===== src/rtl/program_sequencer_pkg.sv =====
// Shared types and instruction-word field layout for the MC14500B-style sequencer.
// Instruction word: opcode in the top OPCODE_W bits, operand in the low SIZE_LOG bits.
package mc14500_pkg;

    localparam int unsigned OPCODE_W    = 4;
    localparam int unsigned OPERAND_LSB = 0;

    typedef enum logic [OPCODE_W-1:0] {
        NOPO = 4'h0,
        LD   = 4'h1,
        LDC  = 4'h2,
        AND  = 4'h3,
        ANDC = 4'h4,
        OR   = 4'h5,
        ORC  = 4'h6,
        XNOR = 4'h7,
        STO  = 4'h8,
        STOC = 4'h9,
        IEN  = 4'hA,
        OEN  = 4'hB,
        JMP  = 4'hC,
        RTN  = 4'hD,
        SKZ  = 4'hE,
        NOPF = 4'hF
    } opcode_t;

    typedef enum logic [1:0] {
        IDLE  = 2'd0,
        FETCH = 2'd1,
        EXEC  = 2'd2
    } seq_state_t;

    // The opcode field starts directly above the operand field.
    function automatic int unsigned opcode_lsb(input int unsigned size_log);
        return size_log + OPERAND_LSB;
    endfunction

endpackage


===== src/rtl/program_sequencer_if.sv =====
// Program-memory fetch bus: the sequencer is master, the instruction memory is slave.
interface program_sequencer_if
    import mc14500_pkg::*;
#(
    parameter int unsigned SIZE_LOG = 12
) ();

    logic                         mem_req;
    logic [SIZE_LOG-1:0]          mem_addr;
    logic                         mem_valid;
    logic [OPCODE_W+SIZE_LOG-1:0] mem_rdata;

    modport master (
        output mem_req,
        output mem_addr,
        input  mem_valid,
        input  mem_rdata
    );

    modport slave (
        input  mem_req,
        input  mem_addr,
        output mem_valid,
        output mem_rdata
    );

endinterface


===== src/rtl/program_sequencer_return_stack.sv =====
// LIFO of return addresses; pushes on full and pops on empty are ignored here,
// the sequencer decides how to report them.
module return_stack #(
    parameter int unsigned WIDTH = 12,
    parameter int unsigned DEPTH = 4
) (
    input  logic             clk,
    input  logic             rst_n,
    input  logic             push,
    input  logic             pop,
    input  logic [WIDTH-1:0] din,
    output logic [WIDTH-1:0] dout,
    output logic             full,
    output logic             empty
);

    localparam int unsigned PTR_W = $clog2(DEPTH);

    logic [WIDTH-1:0] mem [DEPTH];
    logic [PTR_W:0]   count;
    logic [PTR_W-1:0] wr_idx;
    logic [PTR_W-1:0] top_idx;

    // DEPTH is a power of two, so the low pointer bits wrap naturally.
    assign wr_idx  = count[PTR_W-1:0];
    assign top_idx = wr_idx - 1'b1;
    assign dout    = mem[top_idx];
    assign full    = (count == (PTR_W+1)'(DEPTH));
    assign empty   = (count == '0);

    always_ff @(posedge clk or negedge rst_n) begin
        if (!rst_n) begin
            count <= '0;
            for (int unsigned i = 0; i < DEPTH; i++) begin
                mem[i] <= '0;
            end
        end else if (push && !full) begin
            mem[wr_idx] <= din;
            count       <= count + 1'b1;
        end else if (pop && !empty) begin
            count <= count - 1'b1;
        end
    end

endmodule


===== src/rtl/program_sequencer.sv =====
// Instruction sequencer: owns pc, fetches over the memory bus, decodes control flow
// and strobes every executed instruction to the logic unit.
module program_sequencer
    import mc14500_pkg::*;
#(
    parameter int unsigned SIZE_LOG     = 12,
    parameter int unsigned STACK_DEPTH  = 4,
    parameter int unsigned RESET_VECTOR = 0
) (
    input  logic                  clk,
    input  logic                  rst_n,
    input  logic                  run,
    program_sequencer_if.master   bus,
    input  logic                  rr,
    output logic                  exec_valid,
    output logic [OPCODE_W-1:0]   exec_opcode,
    output logic [SIZE_LOG-1:0]   exec_operand,
    output logic                  flag_o,
    output logic                  flag_f,
    output logic                  jmp_o,
    output logic                  rtn_o,
    output logic [SIZE_LOG-1:0]   pc,
    output logic                  busy,
    output logic                  stack_err
);

    localparam int unsigned OPC_LSB = opcode_lsb(SIZE_LOG);

    seq_state_t                   state, state_d;
    logic [SIZE_LOG-1:0]          pc_d, pc_inc;
    logic [OPCODE_W+SIZE_LOG-1:0] ir, ir_d;
    logic                         skip_pending, skip_d;
    logic                         err_set;
    logic                         push, pop, stk_full, stk_empty;
    logic [SIZE_LOG-1:0]          stk_dout;
    opcode_t                      op;
    logic                         exec_active;

    assign op           = opcode_t'(ir[OPC_LSB +: OPCODE_W]);
    assign exec_opcode  = ir[OPC_LSB +: OPCODE_W];
    assign exec_operand = ir[OPERAND_LSB +: SIZE_LOG];
    assign pc_inc       = pc + 1'b1;

    // Strobes decode only registered state/ir, so they are clean for the whole EXEC cycle.
    assign exec_active  = (state == EXEC) && !skip_pending;
    assign exec_valid   = exec_active;
    assign flag_o       = exec_active && (op == NOPO);
    assign flag_f       = exec_active && (op == NOPF);
    assign jmp_o        = exec_active && (op == JMP);
    assign rtn_o        = exec_active && (op == RTN);
    assign busy         = (state != IDLE);
    assign bus.mem_req  = (state == FETCH);
    assign bus.mem_addr = pc;

    return_stack #(
        .WIDTH (SIZE_LOG),
        .DEPTH (STACK_DEPTH)
    ) u_stack (
        .clk   (clk),
        .rst_n (rst_n),
        .push  (push),
        .pop   (pop),
        .din   (pc_inc),
        .dout  (stk_dout),
        .full  (stk_full),
        .empty (stk_empty)
    );

    always_ff @(posedge clk or negedge rst_n) begin
        if (!rst_n) begin
            state        <= IDLE;
            pc           <= SIZE_LOG'(RESET_VECTOR);
            ir           <= '0;
            skip_pending <= 1'b0;
            stack_err    <= 1'b0;
        end else begin
            state        <= state_d;
            pc           <= pc_d;
            ir           <= ir_d;
            skip_pending <= skip_d;
            if (err_set) stack_err <= 1'b1;
        end
    end

    always_comb begin
        state_d = state;
        pc_d    = pc;
        ir_d    = ir;
        skip_d  = skip_pending;
        push    = 1'b0;
        pop     = 1'b0;
        err_set = 1'b0;
        case (state)
            IDLE: begin
                if (run) state_d = FETCH;
            end
            FETCH: begin
                if (bus.mem_valid) begin
                    ir_d    = bus.mem_rdata;
                    state_d = EXEC;
                end
            end
            EXEC: begin
                state_d = run ? FETCH : IDLE;
                pc_d    = pc_inc;
                if (skip_pending) begin
                    skip_d = 1'b0;
                end else begin
                    case (op)
                        JMP: begin
                            push    = 1'b1;
                            err_set = stk_full;
                            pc_d    = exec_operand;
                        end
                        RTN: begin
                            if (stk_empty) begin
                                err_set = 1'b1;
                            end else begin
                                pop  = 1'b1;
                                pc_d = stk_dout;
                            end
                        end
                        SKZ: begin
                            if (!rr) skip_d = 1'b1;
                        end
                        default: ;
                    endcase
                end
            end
            default: state_d = IDLE;
        endcase
    end

endmodule

===== src/flat_wrapper.sv =====
// flat-port wrapper written by rule: the top's interface ports become plain ports
module program_sequencer_flat import mc14500_pkg::*;
#(
    parameter int unsigned SIZE_LOG     = 12,
    parameter int unsigned STACK_DEPTH  = 4,
    parameter int unsigned RESET_VECTOR = 0
)
  (clk, rst_n, run, rr, exec_valid, exec_opcode, exec_operand, flag_o, flag_f, jmp_o, rtn_o, pc, busy, stack_err, bus_mem_req, bus_mem_addr, bus_mem_valid, bus_mem_rdata);
  program_sequencer_if #(.SIZE_LOG(SIZE_LOG)) bus_i ();
  input  logic clk;
  input  logic rst_n;
  input  logic run;
  input  logic rr;
  output logic exec_valid;
  output logic [OPCODE_W-1:0] exec_opcode;
  output logic [SIZE_LOG-1:0] exec_operand;
  output logic flag_o;
  output logic flag_f;
  output logic jmp_o;
  output logic rtn_o;
  output logic [SIZE_LOG-1:0] pc;
  output logic busy;
  output logic stack_err;
  output wire logic [$bits(bus_i.mem_req)-1:0] bus_mem_req;
  output wire logic [$bits(bus_i.mem_addr)-1:0] bus_mem_addr;
  input wire logic [$bits(bus_i.mem_valid)-1:0] bus_mem_valid;
  input wire logic [$bits(bus_i.mem_rdata)-1:0] bus_mem_rdata;
  assign bus_mem_req = bus_i.mem_req;
  assign bus_mem_addr = bus_i.mem_addr;
  assign bus_i.mem_valid = bus_mem_valid;
  assign bus_i.mem_rdata = bus_mem_rdata;
  program_sequencer #(.SIZE_LOG(SIZE_LOG), .STACK_DEPTH(STACK_DEPTH), .RESET_VECTOR(RESET_VECTOR)) u_core (.clk(clk), .rst_n(rst_n), .run(run), .bus(bus_i), .rr(rr), .exec_valid(exec_valid), .exec_opcode(exec_opcode), .exec_operand(exec_operand), .flag_o(flag_o), .flag_f(flag_f), .jmp_o(jmp_o), .rtn_o(rtn_o), .pc(pc), .busy(busy), .stack_err(stack_err));
endmodule

===== config.mk =====
export PLATFORM = sky130hd
export DESIGN_NAME = program_sequencer_flat
export DESIGN_NICKNAME = d
export VERILOG_FILES = /design/src/rtl/program_sequencer_pkg.sv /design/src/rtl/program_sequencer_if.sv /design/src/rtl/program_sequencer_return_stack.sv /design/src/rtl/program_sequencer.sv /design/src/flat_wrapper.sv
export SDC_FILE = /design/constraint.sdc
export NUM_CORES = 1
export LEC_CHECK = 0
export ABC_CLOCK_PERIOD_IN_PS = 2400
export BUFFER_PORTS_ARGS = -buffer_cell sky130_fd_sc_hd__buf_2
export CAP_MARGIN = 10
export CORE_MARGIN = 4
export CORE_UTILIZATION = 35
export CTS_CLUSTER_SIZE = 24
export DETAILED_ROUTE_END_ITERATION = 8
export GPL_TIMING_DRIVEN = 1
export PLACE_DENSITY = 0.59
export SYNTH_ARGS = -nofsm -noshare
export SYNTH_HDL_FRONTEND = slang
export SYNTH_SLANG_ARGS = --single-unit
export TNS_END_PERCENT = 50

===== constraint.sdc =====
create_clock -name clk -period 2.4 [get_ports clk]
set_input_delay 0.36 -clock clk [delete_from_list [all_inputs] [get_ports clk]]
set_output_delay 0.36 -clock clk [all_outputs]
set_load 0.005 [all_outputs]

After elaboration in Yosys (flattened, before gate mapping). Index checks and enable logic that the tools add are counted.

Add/subtract/negate cells: 4. Magnitude comparators: 3. Equal/unequal tests: 9. Multiplexer cells: 29. Bitwise gates (word level): 2. Reduce and logical (&&, ||, !) cells: 18.

Operator list (count): 2-to-1 mux 12 bit (5); bitwise mux 48 bit (1); binary-select mux 12 bit (select 2 bit) (1); demux 12 bit (select 2 bit) (1); one-hot mux 12 bit (2 select lines) (1); == test 4 bit, second input constant (4); 2-to-1 mux 1 bit (14); adder 12 x 1 -> 12 bit, second input constant (1); logical AND 1 bit (8); greater-or-equal comparator 3 bit, second input constant (2); 2-to-1 mux 3 bit (2); inverter 2 -> 3 bit (2); one-hot mux 2 bit (3 select lines) (1); logical NOT 4 bit (1); 2-to-1 mux 2 bit (2); AND reduction 2 bit (2); nonzero test 2 bit (2); adder 3 x 1 -> 3 bit, second input constant (1); == test 3 bit, second input constant (1); logical NOT 1 bit (3); logical NOT 3 bit (1); < comparator 3 x 1 -> 1 bit, second input constant (1); subtractor 3 x 1 -> 3 bit, second input constant (1); == test 2 x 1 -> 1 bit, second input constant (1); other kinds (6) (6).

Bits in registers: 83. Word-level logic and storage cells: 75.

Depth between registers and ports, before layout.
Depth in word-level cells: 8. Gate-level depth with buffers: 10. Depth with buffers taken out: 8.

By module. From an unflattened synthesis, not the netlist that was laid out.

Cells, all modules: 355. Area total of the unflattened synthesis: 4395.5 um2.

Modules (own cells, without submodules): return_stack (instances 1, cells an instance 152, area each 2407.3 um2, sequential area each 1276.2 um2); program_sequencer (instances 1, cells an instance 203, area each 1988.2 um2, sequential area each 800.8 um2).

Least setup slack after synthesis. Ideal clock, no wire load.

Path type: register to register. Start: register u_core.u_stack.count[0]. End: register u_core.pc[7] (netlist: u_core.bus.mem_addr[7]). Data arrival time: 2286 ps. Data required time: 2276 ps. Path slack: -10 ps. Cell stages (with the launch flop): 8. Path buffers: 1. Clock period less this slack: 2410 ps. Path through: dfrtp_1 buf_2 inv_1 ha_1 and3b_4 or4_4 a21o_1 a211o_1.

Longest elaborated chain between the ends: 8.

RTL lines: start, declared (line program_sequencer_return_stack.sv:20) `logic [PTR_W:0] count;`; start signal, assigned (line program_sequencer_return_stack.sv:39) `count <= count + 1'b1;`; start signal, assigned (line program_sequencer_return_stack.sv:41) `count <= count - 1'b1;`; subtractor 2 x 1 -> 2 bit (line program_sequencer_return_stack.sv:26) `assign top_idx = wr_idx - 1'b1;`; via u_core.u_stack.top_idx[0] (line program_sequencer_return_stack.sv:22) `logic [PTR_W-1:0] top_idx;`; inverter 2 -> 3 bit (implied by the code) (line program_sequencer_return_stack.sv:27) `assign dout = mem[top_idx];`; binary-select mux 12 bit (select 2 bit) (line program_sequencer_return_stack.sv:27); 2-to-1 mux 12 bit (implied by the code) (2 in a row) (line program_sequencer_return_stack.sv:27); 2-to-1 mux 12 bit (line program_sequencer.sv:116) `if (stk_empty) begin`; one-hot mux 12 bit (2 select lines) (line program_sequencer.sv:109) `case (op)`; 2-to-1 mux 12 bit (line program_sequencer.sv:106) `if (skip_pending) begin`; end signal, assigned (line program_sequencer.sv:72) `pc <= SIZE_LOG'(RESET_VECTOR);`; end signal, assigned (line program_sequencer.sv:78) `pc <= pc_d;`; end, declared (line program_sequencer.sv:22) `output logic [SIZE_LOG-1:0] pc,`.

The timed path passes the listed nets, and every way through them passes these cells. The select of a mux whose other input is x is not followed. A chain may end at the register's enable or synchronous reset.

Worst setup path after layout.
Start: register u_core.ir[13]. End: register u_core.u_stack.count[2].

Longest elaborated chain between the ends: 6.

RTL lines: start, declared (line program_sequencer.sv:31) `logic [OPCODE_W+SIZE_LOG-1:0] ir, ir_d;`; start signal, assigned (line program_sequencer.sv:79) `ir <= ir_d;`; == test 4 bit (line program_sequencer.sv:109); 2-to-1 mux 1 bit (line program_sequencer.sv:109); 2-to-1 mux 1 bit (line program_sequencer.sv:106); 2-to-1 mux 1 bit (line program_sequencer.sv:93) `case (state)`; logical AND 1 bit (on tied branches) (line program_sequencer_return_stack.sv:37, program_sequencer_return_stack.sv:40); 2-to-1 mux 3 bit or nonzero test 2 bit (tied branches).

Several ways; a longest one is shown, not always the timed one.

==> results.json <==
{
  "cts_tree": "done",
  "sw_frac_of_total_pct": 33.6,
  "synth_top_cell_by_area": "dfrtp_1",
  "htree_levels": 3,
  "synth_nets": 397,
  "endpoint_kind": "flip-flop",
  "synthXorXnorAreaFrac_pct": 2.59,
  "cts_made_buffers": 9,
  "grt_pass1_wl_um": 15500,
  "clock.fmax_ghz": 0.475,
  "ys.flop_type": "dfrtp_1",
  "clock_skew_ns": 0.00811,
  "dr.pass1.iters": 4,
  "status": "finished, final reports clean",
  "num_io_pins": 69,
  "avgRoutedWirePerCell_um": 16.7,
  "port_buffers": 68,
  "antenna_found_initial": 0,
  "grtUsageTotal_pct": 15.0,
  "grt_pass1_vias": 2962,
  "power.switching_mw": 1.46,
  "finalCritPeriodShare_pct": 87.7,
  "cts_max_path_buffers": 2,
  "synth_seq_cells": 83,
  "p_leak_nw": 2.16,
  "drv_cap": 0,
  "route.vias.total": 3043,
  "final_common_cell": "dfrtp_1",
  "routed_via_density": 5.25,
  "setup-violations-final": 0,
  "yosys-top-cells-area": "dfrtp_1 51%, mux4_2 6.7%, nand2_1 5.9%",
  "pwr-share-clk_pct": 30.0,
  "regArea_um2": 2080,
  "final_cell_mix": "83 x dfrtp_1, 67 x buf_2, 64 x nand2_1",
  "path_max_fanout": 9,
  "yosysSeqAreaShare_pct": 51.2,
  "r2r_slack_ns": 0.30,
  "power_density_nw_per_um2": 903,
  "die_x_um": 116,
  "avgSynthCellArea_um2": 11.0,
  "ant_nets": 0,
  "synth-compound-area-share_pct": 12.8,
  "crit_chain": "nor4bb_2 -> and2_1 -> nand2_1 -> fa_1 -> o211a_1 -> o22a_1",
  "seq_power_share_pct": 43.1,
  "cp-start-kind": "flip-flop",
  "worst_pin_slew_ns": 0.526,
  "cts.sinks": 83,
  "netlist_area_um2": 4050,
  "hpwl_um": 7000,
  "worstHoldPathType": "in2reg",
  "p_comb_share_pct": 26.9,
  "gp_congestion": 0.838,
  "hold_violations": 0,
  "rsz0062_at_grt": "false",
  "yosys_warnings": 0,
  "synthAdderAreaFrac_pct": 2.04,
  "synth_edf_count": 0,
  "die_height_um": 116,
  "overflow": 0,
  "cts_resized": 0,
  "cp.arrival_ns": 2.33,
  "grt_max_degree": 35,
  "synthCells": 370,
  "insertion_delay_ns": 0.34,
  "nNetsFinal": 459,
  "cp.required_ns": 2.62,
  "slew_violations": 0,
  "slowest_stage": "dfrtp_1",
  "drc": 0,
  "fillers": 1089,
  "yosys.cell_types.count": 50,
  "clk_pin_slew_worst_paths_ns": 0.06,
  "multi_input_area_um2": 1770,
  "dieArea_um2": 13400,
  "totalPowerFinal_mw": 4.35,
  "area_growth_pct": 18.7,
  "detail_route.iter0.violations": 227,
  "async_reset_ff_share_pct": 100,
  "vdd_ir_drop_max_uv": 475,
  "start_util_pct": 35.7,
  "core-area_um2": 11400,
  "root_buffer": "clkbuf_16",
  "synthMuxAreaShare_pct": 11.9,
  "period_needed_ns": 2.10,
  "synth_top_family_by_area": "simple AND/OR/NAND/NOR gates",
  "routed_wl_um": 9660,
  "internal_power_mw": 2.89,
  "fin_setup_tns_ns": 0,
  "worstSetupPathType": "reg2reg",
  "cp_slowest_stage_delay_ns": 0.48,
  "max_slew_margin_pct": 64.7,
  "drive_gt1_share_pct": 30.9,
  "rows": 39,
  "antenna_cells": 0,
  "synth-simple-area-share_pct": 14.1,
  "synth_top_cell_area_share_pct": 51.2
}
## power groups by stage
stage | sequential [mW] | combinational (mW) | clock [mW]
floorplan | 1.84 | 0.790 | 0
global placement | 1.88 | 1.15 | 0
detailed placement | 1.90 | 1.17 | 0
CTS | 1.87 | 1.18 | 1.34
global route | 1.91 | 1.30 | 1.39
finish | 1.87 | 1.17 | 1.30
## cell families (layout without fill, tap and decap cells)
| family | count (synthesis) | count (layout) |
|---|---|---|
| simple gates | 114 | 114 |
| compound gates | 84 | 84 |
| flops | 83 | 83 |
| buf+inv | 40 | 107 |
| mux | 31 | 31 |
| xor+xnor | 12 | 12 |
| fa+ha+maj | 6 | 6 |
## synth_stat cells, types with 4 or more instances
master	number
o21ai_0	5
nand4_1	9
xnor2_1	7
buf_2	11
xor2_1	5
ha_1	5
a22oi_1	7
mux2_2	17
o221ai_1	7
mux4_2	12
a21oi_1	5
buf_4	14
nor2_1	4
nand2_1	64
dfrtp_1	83
o21ai_1	46
clkbuf_1	8
inv_1	7
nand3_1	5
and2_1	4
## registers in the layout, summed over array words and instances, names as in the netlist
name,flops
u_core.stack_err,1
u_core.u_stack.mem,48
u_core.skip_pending,1
u_core.ir,16
u_core.u_stack.count,3
u_core.bus.mem_addr,12
u_core.state,2
## area by class of cell
| type | instances | area share, % |
|---|---|---|
| well taps | 143 | 3.72 |
| flip-flops and latches | 83 | 43.2 |
| repair buffers | 84 | 9.93 |
| inverters | 7 | 0.546 |
| clock inverters | 6 | 0.936 |
| multi-input cells | 247 | 36.7 |
| clock buffers | 10 | 4.97 |
## worst max-delay path: cells and delay by family, from the launching register on
kind,cells,cell delay (ns)
adder cells (fa/ha/maj),1,0.44
AND/OR/NAND/NOR,3,0.62
flip-flops,1,0.48
AO/OA/AOI/OAI,2,0.45
## final timing paths
path / startpoint / to / cells after the start
worst max-delay path: u_core.ir[13] / u_core.u_stack.count[2] / 6
worst min-delay path: rr / u_core.skip_pending / 2
worst max register to register: u_core.ir[13] / u_core.u_stack.count[2] / 6
worst min register to register: u_core.stack_err / u_core.stack_err / 1
max in group asynchronous: rst_n / u_core.ir[13] / 3
min in group asynchronous: rst_n / u_core.skip_pending / 2
## per-layer routing
metal / up-vias / share of wire, % / global-route usage, % / wire length [µm]
li1: 1446 / - / - / -
met2: 93 / 48 / 24.3 / 4650
met4: 0 / 1.6 / 5.10 / 155
met3: 15 / 6.6 / 3.55 / 637
met1: 1489 / 44 / 19.9 / 4210
met5: - / 0 / 0 / 0
## through the flow
stage          instances  worst slack (ns)  utilization, %  instance area, µm²  hold WS, ns
2_1_floorplan        370            0.0928               -                4060       0.0644
6_report             580             0.296            42.3                4810        0.206
3_5_place_dp         563             0.322            39.7                4520        0.351
4_1_cts              580             0.300            42.3                4810        0.197
5_1_grt              580            0.0835            42.3                4810        0.212
3_3_place_gp         563             0.402            39.7                4520        0.346
## repair_timing
action,in CTS,in global routing
setup buffers,0,0
hold endpoints to repair,32,0
hold buffers,1,0
Power figures use the tool's default switching activity.
